--- config.mk ---
export PLATFORM = sky130hd
export DESIGN_NAME = alu_result_collector
export DESIGN_NICKNAME = d
export VERILOG_FILES = /design/src/rtl/alu_result_collector.sv
export SDC_FILE = /design/constraint.sdc
export NUM_CORES = 1
export LEC_CHECK = 0
export CORE_MARGIN = 2
export CORE_UTILIZATION = 65
export CTS_BUF_LIST = sky130_fd_sc_hd__clkbuf_4
export CTS_CLUSTER_DIAMETER = 100
export DETAILED_ROUTE_END_ITERATION = 8
export PLACE_DENSITY_LB_ADDON = 0.12
export SLEW_MARGIN = 20
export SYNTH_ARGS = -nofsm -noshare
export SYNTH_HDL_FRONTEND = slang
export SYNTH_SLANG_ARGS = --single-unit
--- constraint.sdc ---
create_clock -name clk -period 42.1 [get_ports clk]
set_clock_uncertainty 0.15 [all_clocks]
set_input_delay 6.315 -clock clk [delete_from_list [all_inputs] [get_ports clk]]
set_output_delay 6.315 -clock clk [all_outputs]
set_load 0.05 [all_outputs]
--- src/rtl/alu_result_collector.sv ---
// Collects ALU responses into a sequence-stamped show-ahead FIFO and hands them
// downstream; also accumulates sticky status flags across accepted responses.
module alu_result_collector #(
  parameter int DATA_W = 64,
  parameter int SEL_W  = 6,
  parameter int DEPTH  = 8,
  parameter int SEQ_W  = 8
) (
  input  logic                     clk,
  input  logic                     rst_n,
  input  logic                     cap_valid,
  output logic                     cap_ready,
  input  logic [SEL_W-1:0]         cap_sel,
  input  logic [DATA_W-1:0]        cap_result,
  input  logic [DATA_W-1:0]        cap_upper,
  input  logic [6:0]               cap_flags,
  output logic                     rsp_valid,
  input  logic                     rsp_ready,
  output logic [SEL_W-1:0]         rsp_sel,
  output logic [DATA_W-1:0]        rsp_result,
  output logic [DATA_W-1:0]        rsp_upper,
  output logic [6:0]               rsp_flags,
  output logic [SEQ_W-1:0]         rsp_seq,
  output logic [6:0]               sticky_flags,
  input  logic                     sticky_clr,
  output logic [$clog2(DEPTH):0]   count
);

  localparam int AW = $clog2(DEPTH);
  localparam int CW = AW + 1;

  // Both ports use valid/ready: a transfer happens on a rising edge where valid
  // and ready are both high; valid never depends on ready, and cap_ready is
  // derived from occupancy alone (a pop does not free a slot in the same cycle).
  logic [SEL_W-1:0]  mem_sel    [DEPTH];
  logic [DATA_W-1:0] mem_result [DEPTH];
  logic [DATA_W-1:0] mem_upper  [DEPTH];
  logic [6:0]        mem_flags  [DEPTH];
  logic [SEQ_W-1:0]  mem_seq    [DEPTH];

  logic [AW-1:0]    wr_ptr;
  logic [AW-1:0]    rd_ptr;
  logic [CW-1:0]    count_q;
  logic [SEQ_W-1:0] seq_q;
  logic [6:0]       sticky_q;
  logic             accept;
  logic             pop;

  assign cap_ready    = (count_q < CW'(DEPTH));
  assign rsp_valid    = (count_q != '0);
  assign accept       = cap_valid & cap_ready;
  assign pop          = rsp_valid & rsp_ready;
  assign count        = count_q;
  assign sticky_flags = sticky_q;

  assign rsp_sel    = mem_sel[rd_ptr];
  assign rsp_result = mem_result[rd_ptr];
  assign rsp_upper  = mem_upper[rd_ptr];
  assign rsp_flags  = mem_flags[rd_ptr];
  assign rsp_seq    = mem_seq[rd_ptr];

  // Storage carries no reset; only pointers and occupancy define validity.
  always_ff @(posedge clk) begin
    if (accept) begin
      mem_sel[wr_ptr]    <= cap_sel;
      mem_result[wr_ptr] <= cap_result;
      mem_upper[wr_ptr]  <= cap_upper;
      mem_flags[wr_ptr]  <= cap_flags;
      mem_seq[wr_ptr]    <= seq_q;
    end
  end

  always_ff @(posedge clk or negedge rst_n) begin
    if (!rst_n) begin
      wr_ptr  <= '0;
      rd_ptr  <= '0;
      count_q <= '0;
      seq_q   <= '0;
    end else begin
      if (accept) begin
        wr_ptr <= wr_ptr + AW'(1);
        seq_q  <= seq_q + SEQ_W'(1);
      end
      if (pop) begin
        rd_ptr <= rd_ptr + AW'(1);
      end
      case ({accept, pop})
        2'b10:   count_q <= count_q + CW'(1);
        2'b01:   count_q <= count_q - CW'(1);
        default: count_q <= count_q;
      endcase
    end
  end

  // A clear coinciding with an accept restarts accumulation from that response.
  always_ff @(posedge clk or negedge rst_n) begin
    if (!rst_n) begin
      sticky_q <= '0;
    end else if (sticky_clr) begin
      sticky_q <= accept ? cap_flags : 7'd0;
    end else if (accept) begin
      sticky_q <= sticky_q | cap_flags;
    end
  end

endmodule

==> results summary <==
The flow ran to the end, and the final reports show no timing, DRC or antenna violations. The clock root buffer master is clkbuf_4. For this run, design rule violations remaining after detail routing come to 0.

The net count of the finished layout is 2566. The class of the most critical hold timing path is register to register. The Yosys warning count came out at 0. After the flow finishes, the layout carries non-filler instances totaling 3539.

The maximum clock frequency came out at 78.77 MHz. The number of maximum-capacitance constraint violations came out at 0. After detailed placement, the design holds a cell count of 3037. For this block, wires on met1 add up to 35.74 mm. The vertical extent of the die is 269.8 um. The final-layout fill cell count is roughly 3800. STA classifies the critical path endpoint as an output pin. TritonCTS built the clock tree. Once the clock tree was built, the resizer swapped 0 gates to a different size. The endpoint arrival time on the critical path is 6.23 ns.

Dividing the synthesized area by the synthesized cell count gives around 25 um2. The cell with the biggest individual delay on the critical path is buf_4. The post-synth net total came out at 1994. The area occupied by registers is 36430 um2.

No sink is reached through more buffers than the 4 on the longest clock path. The floorplan step set the die width to 269.8 um. The final count of pins violating max slew was 0. The largest fanout of any net on the critical path is 75. The clock latency on the worst-skew pair is roughly 1.1 ns. The area share of and/or/nand/nor cells after synthesis is 0.4441%.

The average via count per standard cell came out at 6.064. Setup repair after global routing left no endpoint under its margin. Of the total synthesized cell area, the portion taken by full adders, half adders and majority gates is 0.2071%. Traced cell by cell, the critical path runs through buf_4 > buf_4 > buf_4 > mux4_2 > mux2_2 > clkdlybuf4s50_1. In the final timing run, aggregate negative setup slack is 0 ns.

Grouping stages by cell kind, the critical path spends the most delay in buffers and inverters. In this design, the stage delay of the slowest critical-path cell is 0.95 ns. The leakage power is 17.42 nW. The number of clock buffers added by TritonCTS is 313. The HPWL after detailed placement is around 47 mm. The core occupancy in the finished layout is between 70% and 80%. Summing all multi-input logic gate instances after layout gives roughly 9000 um2. Counting both buffers and inverters, the worst setup path holds a total of 4.

For this block, the routed nets add up to approximately 90 mm of wire. The H-tree generated during clock tree synthesis spans 5 levels. The cell repeated most along the worst path is buf_4. The final cycle utilization of the critical path came out at slightly above 30%. Row generation in the floorplan step produced 97 rows. The maximum number of pins on one net before global-route repair came out at 126. The die area came out at between 70000 and 80000 um2. The sequential cell area fraction in the yosys report came out at between 70% and 80%. The total non-filler cell area in the finished layout is approximately 54000 um2. In this run, the number of DRC markers left after iteration 0 of detailed routing was 1692.

The overall power is 4.050 mW. The area share of the leading cell type in the synthesized netlist came out at 77.94%. The number of global-route vias before repair was ~23000. The global routing usage summed across all routing layers is 25.60%. The critical path is of the register to output pin type. The clock slew at the register clock pins of the worst setup and hold paths is 0.07 ns. Pin placement for this block handled 308 I/O pins. The met3 wire length is 6.558 mm. The netlist uses 33 different library cells. The maximum VDD drop came out at about 0.000086 V. By area, the combinational part of the netlist is dominated by multiplexers.

The number of clock sinks is around 1200. The number of synthesized register bits is 1217. The sum of met2 wire segment lengths after detailed routing came out at 45.95 mm. The cell area after placement is roughly 50000 um2. Summed over all instances, the cell type with the most area after synthesis is edfxtp_1. The global placer's final weighted congestion is about 0.7.

The xor/xnor share of the synthesized area is 0.2479%. The number of buffers inserted by post-CTS setup repair came out at 0. The detailed-router iteration count before antenna repair is 5. Compared with the post-synthesis result, the final layout area differs by 16.98%. The global-route congestion overflow total is 0. The element type at the critical path start is a register. After clock tree synthesis, the flow added hold-fix buffers numbering 0. The quantity of I/O buffers inserted on ports came out at 307.

The core outline area came out at about 70000 um2. Measured against the total synthesized area, the mux share comes to 18.39%. The final count of negative-setup-slack endpoints is 0. The total number of vias came out at between 20000 and 25000. The headroom to the max-slew limit is 25.14%. The global-route wire length before repair is ~140 mm. The hold violation total from the final report came to 0.

In the post-synthesis netlist, the biggest area contributors are edfxtp_1, mux4_2, mux2_2. The shortest period the worst path allows came out at 12.69 ns. The number of antenna violations at the first check in global routing came out at 14. The number of cells produced by synthesis is 1841.

The power per cell area is 75.39 nW/um2. The number of routed nets with antenna violations came out at 0. The area of the mapped netlist is 45920 um2. The average wire length per cell after detail routing came out at 25.44 um. The share of layout cells above drive strength 1 came out at between 30% and 40%. The pin slew with the least headroom to its limit is 1.123 ns.

Summing the areas of all compound-gate instances in the mapped netlist gives 0.1689% of the synthesized area. The detailed router used layers up to and including met5. Data on the critical path is required at its endpoint by around 36 ns.

The initial utilization of the core area, before any placement, comes to 65.58%.
layout by cell type (no fill, tap or decap), types with 2 or more instances in the layout:
cell | synthesis | routed
mux2_2 | 152 | 152
nand4_1 | 3 | 3
ha_1 | 6 | 6
clkdlybuf4s50_1 | 0 | 307
nand2b_1 | 2 | 2
and3_1 | 2 | 2
inv_1 | 14 | 14
nor3_2 | 0 | 4
mux4_2 | 298 | 298
dfrtp_4 | 0 | 3
nor2_4 | 0 | 3
inv_2 | 0 | 4
clkinv_1 | 0 | 46
clkbuf_4 | 0 | 433
buf_4 | 0 | 30
dfrtp_1 | 25 | 22
a21oi_1 | 2 | 2
nor3b_1 | 3 | 3
clkinv_2 | 0 | 3
bufinv_16 | 0 | 6
xnor2_1 | 9 | 9
edfxtp_1 | 1192 | 1192
buf_12 | 0 | 5
nand3_1 | 3 | 3
xor2_1 | 4 | 4
o21ai_0 | 8 | 8
diode_2 | 0 | 7
nand2_1 | 14 | 14
state kept, by name (all words and copies together), names as in the netlist, 4 cells and up:
register      count
sticky_flags      7
mem_result      512
seq_q             8
mem_seq          64
count             4
mem_sel          48
mem_upper       512
mem_flags        56
cells by family after synthesis:
| kind of cell | after synthesis |
|---|---|
| flip-flops | 1217 |
| multiplexers | 452 |
| buffers and inverters | 100 |
| AND/OR/NAND/NOR | 39 |
| AO/OA/AOI/OAI | 13 |
| XOR/XNOR | 13 |
| adder cells (fa/ha/maj) | 7 |
synth_stat cells (all sizes together):
library cell,instances
o211ai,1
ha,6
mux4,298
a2111o,1
nand2b,2
dfrtp,25
fa,1
nor3,4
nor2,3
nand3,3
o311ai,1
or4b,1
nand2,14
xor2,4
buf,60
o21ai,8
edfxtp,1192
and3,2
or4,1
and4,1
nor3b,3
nand4,3
nor2b,1
mux2i,1
clkbuf,26
xnor2,9
inv,14
a21oi,2
nor4,1
mux2,153
metrics by stage:
| step | setup WS, ns | hold slack [ns] |
|---|---|---|
| floorplan | 20.03 | 0.3669 |
| global placement | 30.59 | 0.3624 |
| detailed placement | 30.55 | 0.3758 |
| CTS | 29.35 | 0.3878 |
| global route | 29.19 | 0.4295 |
| finish | 29.41 | 0.3893 |
report_power, final:
| part | total (mW) | switching [mW] | internal [mW] | leakage [nW] |
|---|---|---|---|---|
| clock network | 0.938 | 0.432 | 0.506 | 2.18 |
| registers | 1.56 | 0.0687 | 1.49 | 11.1 |
| logic | 1.55 | 0.923 | 0.628 | 4.14 |
| total | 4.05 | 1.42 | 2.63 | 17.4 |
path summary, 6_finish.rpt:
| kind | start | to | slack [ns] | cells past startpoint |
|---|---|---|---|---|
| max | rd_ptr[1] | rsp_upper[41] | 29.41 | 6 |
| min | sticky_flags[1] | sticky_flags[1] | 0.39 | 2 |
| max reg2reg | count[3] | mem_upper[3][7] | 38.17 | 5 |
| min reg2reg | sticky_flags[1] | sticky_flags[1] | 0.39 | 2 |
| max in group asynchronous | rst_n | rd_ptr[0] | 35.99 | 2 |
| min in group asynchronous | rst_n | sticky_flags[5] | 5.49 | 2 |
per-layer routing:
metal | vias to the layer above | GRT usage (%)
li1 | 9202 | -
met4 | 16 | 8.582
met1 | 11280 | 34.27
met3 | 138 | 6.881
met5 | - | 0
met2 | 830 | 41.77
final cells by class:
cell class	instances	share of cell area, %
repair buffers	343	6.347
multi-input cells	524	16.72
flip-flops and latches	1217	67.82
clock buffers	433	6.051
inverters	14	0.09782
well taps	940	2.189
clock inverters	61	0.7430
diodes	7	0.03261
worst min-delay path: stages (launching register included):
cell     delay [ns]
dfrtp_1        0.38
inv_1          0.05
o21ai_0        0.06
(Power assumes the default switching activity.)
